File: src/rtl/ym3438_bus_master.sv
// ym3438_bus_master: host-side register-write initiator for the YM3438 CPU bus.
// Define YM3438_BUS_BUSY_POLL_EN to poll the busy bit before each data write (else fixed wait).
module ym3438_bus_master #(
    parameter int unsigned T_SETUP   = 1,
    parameter int unsigned T_PULSE   = 2,
    parameter int unsigned T_HOLD    = 1,
    parameter int unsigned T_RECOVER = 2,
    parameter int unsigned POLL_MAX  = 255,
    parameter int unsigned WAIT_FIX  = 32
) (
    input  logic       MCLK,
    input  logic       IC,
    input  logic       req_valid,
    output logic       req_ready,
    input  logic       req_bank,
    input  logic [7:0] req_addr,
    input  logic [7:0] req_data,
    output logic       CS,
    output logic       WR,
    output logic       RD,
    output logic [1:0] ADDRESS,
    output logic [7:0] DATA_o,
    output logic       DATA_o_z,
    input  logic [7:0] DATA_i,
    input  logic       timeout_clr,
    output logic       busy_timeout,
    output logic       idle
);

    typedef enum logic [3:0] {
        StIdle, StASetup, StAStrobe, StAHold, StARec,
        StPSetup, StPStrobe, StPHold, StPRec, StWait,
        StDSetup, StDStrobe, StDHold, StDRec
    } state_e;

    state_e      r_state, w_state_d;
    logic [15:0] r_cnt, w_dur;
    logic        w_last;
    logic        w_accept;

    logic        r_bank, w_bank_d;
    logic [7:0]  r_addr, w_addr_d;
    logic [7:0]  r_data, w_data_d;

    logic        r_cs, w_cs_d;
    logic        r_wr, w_wr_d;
    logic        w_rd_d;
    logic [1:0]  r_address, w_address_d;
    logic [7:0]  r_dout, w_dout_d;
    logic        r_z, w_z_d;

`ifdef YM3438_BUS_BUSY_POLL_EN
    logic        r_rd;
    logic        r_busy;
    logic [7:0]  r_poll;
    logic        r_timeout;
    logic        w_timeout_set;
    logic        w_poll_inc;
`else
    logic        w_unused;
`endif

    assign req_ready = (r_state == StIdle) && IC;
    assign idle      = req_ready;
    assign w_accept  = (r_state == StIdle) && req_valid;

    // Fields for the transfer about to run; the live request only matters on acceptance.
    assign w_bank_d = w_accept ? req_bank : r_bank;
    assign w_addr_d = w_accept ? req_addr : r_addr;
    assign w_data_d = w_accept ? req_data : r_data;

    always_comb begin
        w_dur = 16'd1;
        case (r_state)
            StASetup, StPSetup, StDSetup:    w_dur = 16'(T_SETUP);
            StAStrobe, StPStrobe, StDStrobe: w_dur = 16'(T_PULSE);
            StAHold, StPHold, StDHold:       w_dur = 16'(T_HOLD);
            StARec, StPRec, StDRec:          w_dur = 16'(T_RECOVER);
            StWait:                          w_dur = 16'(WAIT_FIX);
            default:                         w_dur = 16'd1;
        endcase
    end

    assign w_last = (r_cnt == w_dur - 16'd1);

    always_comb begin
        w_state_d = r_state;
`ifdef YM3438_BUS_BUSY_POLL_EN
        w_timeout_set = 1'b0;
        w_poll_inc    = 1'b0;
`endif
        case (r_state)
            StIdle:    if (req_valid) w_state_d = StASetup;
            StASetup:  if (w_last) w_state_d = StAStrobe;
            StAStrobe: if (w_last) w_state_d = StAHold;
            StAHold:   if (w_last) w_state_d = StARec;
            StARec: begin
                if (w_last) begin
`ifdef YM3438_BUS_BUSY_POLL_EN
                    w_state_d = StPSetup;
`else
                    w_state_d = StWait;
`endif
                end
            end
`ifdef YM3438_BUS_BUSY_POLL_EN
            StPSetup:  if (w_last) w_state_d = StPStrobe;
            StPStrobe: if (w_last) w_state_d = StPHold;
            StPHold:   if (w_last) w_state_d = StPRec;
            StPRec: begin
                if (w_last) begin
                    if (!r_busy) begin
                        w_state_d = StDSetup;
                    end else if (r_poll == 8'(POLL_MAX - 1)) begin
                        // Give up waiting but still issue the write.
                        w_state_d     = StDSetup;
                        w_timeout_set = 1'b1;
                    end else begin
                        w_state_d  = StPSetup;
                        w_poll_inc = 1'b1;
                    end
                end
            end
`else
            StWait:    if (w_last) w_state_d = StDSetup;
`endif
            StDSetup:  if (w_last) w_state_d = StDStrobe;
            StDStrobe: if (w_last) w_state_d = StDHold;
            StDHold:   if (w_last) w_state_d = StDRec;
            StDRec:    if (w_last) w_state_d = StIdle;
            default:   w_state_d = StIdle;
        endcase
    end

    // Bus outputs are registered from the next state so they line up with r_state.
    always_comb begin
        w_cs_d      = 1'b1;
        w_wr_d      = 1'b1;
        w_rd_d      = 1'b1;
        w_address_d = r_address;
        w_dout_d    = r_dout;
        w_z_d       = 1'b1;
        case (w_state_d)
            StASetup, StAStrobe, StAHold: begin
                w_cs_d      = 1'b0;
                w_wr_d      = (w_state_d != StAStrobe);
                w_address_d = {w_bank_d, 1'b0};
                w_dout_d    = w_addr_d;
                w_z_d       = 1'b0;
            end
            StPSetup, StPStrobe, StPHold: begin
                w_cs_d      = 1'b0;
                w_rd_d      = (w_state_d != StPStrobe);
                w_address_d = 2'b00;
            end
            StDSetup, StDStrobe, StDHold: begin
                w_cs_d      = 1'b0;
                w_wr_d      = (w_state_d != StDStrobe);
                w_address_d = {w_bank_d, 1'b1};
                w_dout_d    = w_data_d;
                w_z_d       = 1'b0;
            end
            default: ;
        endcase
    end

    always_ff @(posedge MCLK or negedge IC) begin
        if (!IC) begin
            r_state   <= StIdle;
            r_cnt     <= 16'd0;
            r_bank    <= 1'b0;
            r_addr    <= 8'h00;
            r_data    <= 8'h00;
            r_cs      <= 1'b1;
            r_wr      <= 1'b1;
            r_address <= 2'b00;
            r_dout    <= 8'h00;
            r_z       <= 1'b1;
        end else begin
            r_state   <= w_state_d;
            r_cnt     <= (w_state_d != r_state) ? 16'd0 : r_cnt + 16'd1;
            r_bank    <= w_bank_d;
            r_addr    <= w_addr_d;
            r_data    <= w_data_d;
            r_cs      <= w_cs_d;
            r_wr      <= w_wr_d;
            r_address <= w_address_d;
            r_dout    <= w_dout_d;
            r_z       <= w_z_d;
        end
    end

`ifdef YM3438_BUS_BUSY_POLL_EN
    always_ff @(posedge MCLK or negedge IC) begin
        if (!IC) begin
            r_rd      <= 1'b1;
            r_busy    <= 1'b0;
            r_poll    <= 8'd0;
            r_timeout <= 1'b0;
        end else begin
            r_rd <= w_rd_d;
            if (r_state == StPStrobe && w_last) r_busy <= DATA_i[7];
            if (r_state == StARec) r_poll <= 8'd0;
            else if (w_poll_inc)   r_poll <= r_poll + 8'd1;
            if (w_timeout_set)    r_timeout <= 1'b1;
            else if (timeout_clr) r_timeout <= 1'b0;
        end
    end

    assign RD           = r_rd;
    assign busy_timeout = r_timeout;
`else
    assign RD           = 1'b1;
    assign busy_timeout = 1'b0;
    assign w_unused     = ^{DATA_i, timeout_clr, w_rd_d};
`endif

    assign CS       = r_cs;
    assign WR       = r_wr;
    assign ADDRESS  = r_address;
    assign DATA_o   = r_dout;
    assign DATA_o_z = r_z;

endmodule

File: config.mk
export PLATFORM = sky130hd
export DESIGN_NAME = ym3438_bus_master
export DESIGN_NICKNAME = d
export VERILOG_FILES = /design/src/rtl/ym3438_bus_master.sv
export SDC_FILE = /design/constraint.sdc
export NUM_CORES = 1
export LEC_CHECK = 0
export ABC_AREA = 1
export BUFFER_PORTS_ARGS = -buffer_cell sky130_fd_sc_hd__buf_2
export CORE_ASPECT_RATIO = 2
export CORE_UTILIZATION = 40
export CTS_CLUSTER_DIAMETER = 30
export CTS_CLUSTER_SIZE = 14
export DETAILED_ROUTE_END_ITERATION = 16
export SLEW_MARGIN = 0
export SYNTH_ARGS = -nofsm -noshare
export SYNTH_HDL_FRONTEND = slang
export SYNTH_SLANG_ARGS = --single-unit
export TNS_END_PERCENT = 30
File: constraint.sdc
create_clock -name MCLK -period 3.5 [get_ports MCLK]
set_input_delay 1.05 -clock MCLK [delete_from_list [all_inputs] [get_ports MCLK]]
set_output_delay 1.05 -clock MCLK [all_outputs]
set_load 0.03 [all_outputs]
==> flow_metrics.env <==
export IMPL_critPathKind="reg -> reg"
export IMPL_leakagePower_nw=1.65
export IMPL_synth_flop_cell="dfrtp_1"
export IMPL_timing_final_ws_setup_ns=0.233
export IMPL_port_buffers=34
export IMPL_overflow=0
export IMPL_post_dp_hpwl_um=4710
export IMPL_hold_path_depth=2
export IMPL_critPathArrivalTime_ns=3.49
export IMPL_skew_ns=0.00513
export IMPL_drc=0
export IMPL_min_from="ADDRESS[0]"
export IMPL_cts_tree="done"
export IMPL_synth_seq_area_share=0.444
export IMPL_via_count=2313
export IMPL_grt_max_degree=51
export IMPL_synth_edf_count=0
export IMPL_synthesis_nets=373
export IMPL_crit_path_max_fanout=16
export IMPL_p_seq_frac=0.230
export IMPL_cts_buffers=5
export IMPL_cts_sinks=50
export IMPL_critPathLaunchType="flop"
export IMPL_drt_iter0_drc=64
export IMPL_critPathRequiredTime_ns=3.73
export IMPL_wirelength_um=6100
export IMPL_clk_path_buf_depth=2
export IMPL_synth_cells=335
export IMPL_finalNetCount=422
export IMPL_start_util=0.410
export IMPL_finalNonFillerCells=475
export IMPL_mostFrequentLayoutCell="nand2_1"
export IMPL_p_switching_mw=1.83
export IMPL_tns_ns=0
export IMPL_post_route_period_util=0.933
export IMPL_irDropWorstVdd_v=0.000701
export IMPL_io_pins=46
export IMPL_min_path_type="reg -> reg"
export IMPL_final_antenna_net_count=0
export IMPL_powerDensity_nw_per_um2=1150
export IMPL_grt_pass1_wl_um=10300
export IMPL_r2r_slack_ns=0.23
export IMPL_finalHoldViolCount=0
export IMPL_grt_pass1_vias=2339
export IMPL_drive_gt1_frac=0.343
export IMPL_pwr_share_clk=0.141
export IMPL_antenna_found_initial=0
export IMPL_cp_end_kind="flop"
export IMPL_fmax_mhz=306
export IMPL_synth_warning_count=0
export IMPL_die_h_um=121
export IMPL_placed_area_um2=3150
export IMPL_syn_area_um2=2820
export IMPL_drv_slew=0
export IMPL_reg2reg_depth=23
export IMPL_syn_avg_cell_area_um2=8.43
export IMPL_rows=43
export IMPL_hold_slack_ns=0.481
export IMPL_final_util=0.499
export IMPL_final_cell_mix="nand2_1 (75), dfrtp_1 (46), buf_2 (34), inv_1 (32), nor2_1 (25)"
export IMPL_worstHoldEndpoint="ADDRESS[0]"
export IMPL_path_clk_slew_ns=0.07
export IMPL_gr_usage_all_layers=0.188
export IMPL_p_total_mw=3.94
export IMPL_setup_viol=0
export IMPL_ys_seq_elements=50
export IMPL_first_pass_iters=4
export IMPL_die_w_um=61.4
export IMPL_r2r_end="r_cnt[10]"
export IMPL_r2r_start="r_state[1]"
export IMPL_wl_per_cell_um=12.9
export IMPL_gp_congestion=0.878
export IMPL_drv_cap=0
export IMPL_p_int_mw=2.11
export IMPL_area_growth_pct=21.6
export IMPL_pre_cts_slack_ns=0.120
export IMPL_ys_types=36
export IMPL_final_cell_area_um2=3430
export IMPL_via_per_inst=4.87
export IMPL_status="complete, no violations"
export IMPL_htreeDepth=2
export IMPL_async_reset_ff_frac=1.00
export IMPL_worst_pin_slew_ns=0.732
export IMPL_worstSkewPairLatency_ns=0.29
export IMPL_p_comb_frac=0.629
export IMPL_root_buffer="clkbuf_16"
export IMPL_die_area_um2=7420
export IMPL_post_place_cells=463
export IMPL_layout_min_cycle_time_ns=3.27
export IMPL_antenna_cells=0
export IMPL_core_um2=6890
export IMPL_sw_frac_of_total=0.465
export IMPL_slew_headroom=0.511
-- layer usage --
metal	vias up	global-route usage	share of wire
li1	1154	-	-
met2	36	0.355	0.59
met4	0	0.0931	0.034
met5	-	0	0
met1	1108	0.179	0.35
met3	15	0.0364	0.031
-- timing repair --
item	in CTS	in global routing
gates resized for setup	0	29
setup endpoints to repair	0	28
hold buffers	0	0
setup buffers	0	4
-- flip-flops by register name, indices dropped and copies added (netlist names) --
name,flops
ADDRESS,2
CS,1
DATA_o,8
DATA_o_z,1
WR,1
r_addr,8
r_bank,1
r_cnt,16
r_data,8
r_state,4
-- power groups by stage --
| stage | sequential [mW] | clock [mW] | combinational (mW) |
|---|---|---|---|
| floorplan | 1.02 | 0 | 1.53 |
| global placement | 0.907 | 0 | 2.32 |
| detailed placement | 0.912 | 0 | 2.34 |
| CTS | 0.904 | 0.569 | 2.34 |
| global route | 0.928 | 0.588 | 2.75 |
| finish | 0.904 | 0.556 | 2.48 |
-- Yosys cell counts, drive strengths merged, types with 2 or more instances --
cell,count,share of area
nand3b,3,0.0080
a21oi,6,0.015
ha,9,0.040
o21ai,9,0.017
inv,40,0.054
xor2,9,0.028
or2,2,0.0044
dfstp,3,0.028
nand2,88,0.13
buf,8,0.022
mux2,17,0.068
nor3,2,0.0035
nand3,25,0.044
nor2,46,0.076
nand4,11,0.024
dfrtp,47,0.42
conb,2,0.0027
-- worst max-delay path by stage --
stage / startpoint / to / slack, ns / cells past startpoint
after floorplan: r_state[0] / ADDRESS[1] / 0.41 / 22
after global placement: r_state[1] / r_cnt[15] / 0.15 / 25
after detailed placement: r_state[1] / ADDRESS[1] / 0.12 / 24
after CTS: r_state[1] / r_cnt[15] / 0.1 / 25
after global routing: r_state[1] / r_cnt[14] / -0.04 / 24
final: r_state[1] / r_cnt[10] / 0.23 / 23
-- cell type report --
class                      count  area, um^2
fill                         723        3450
multi-input combinational    236        1430
sequential                    50        1260
timing repair buffer          51         318
inverter                      40         153
clock buffer                   5         125
tap                           90         113
clock inverter                 3        43.8
-- critical path, stage by stage (launching register included) --
cell and delay [ns]:
dfrtp_2 0.45, inv_2 0.10, ha_1 0.22, nand3b_1 0.15, nand2_1 0.09, nor2_2 0.05, ha_2 0.17, ha_2 0.32
xor2_1 0.14, nand2_1 0.07, nor2_1 0.08, nand2_1 0.09, nor2_4 0.15, nand2_4 0.09, nand2_4 0.07, nand2_2 0.06
a21oi_4 0.21, inv_2 0.09, nand2_1 0.06, nand3_1 0.08, nor2_2 0.13, nand2_2 0.07, buf_12 0.16, nor2_2 0.08
-- cells by family (layout without fill, tap and decap cells) --
logic type               count (synthesis)  after routing  synth area share
XOR/XNOR                                10             10            0.0310
other                                    2              2           0.00266
adder cells (fa/ha/maj)                  9              9            0.0399
multiplexers                            17             17            0.0678
AND/OR/NAND/NOR                        178            178             0.292
AO/OA/AOI/OAI                           20             20            0.0452
flip-flops                              50             50             0.444
buffers and inverters                   49             99            0.0775
Note: power is estimated with default switching activity, not from simulation.
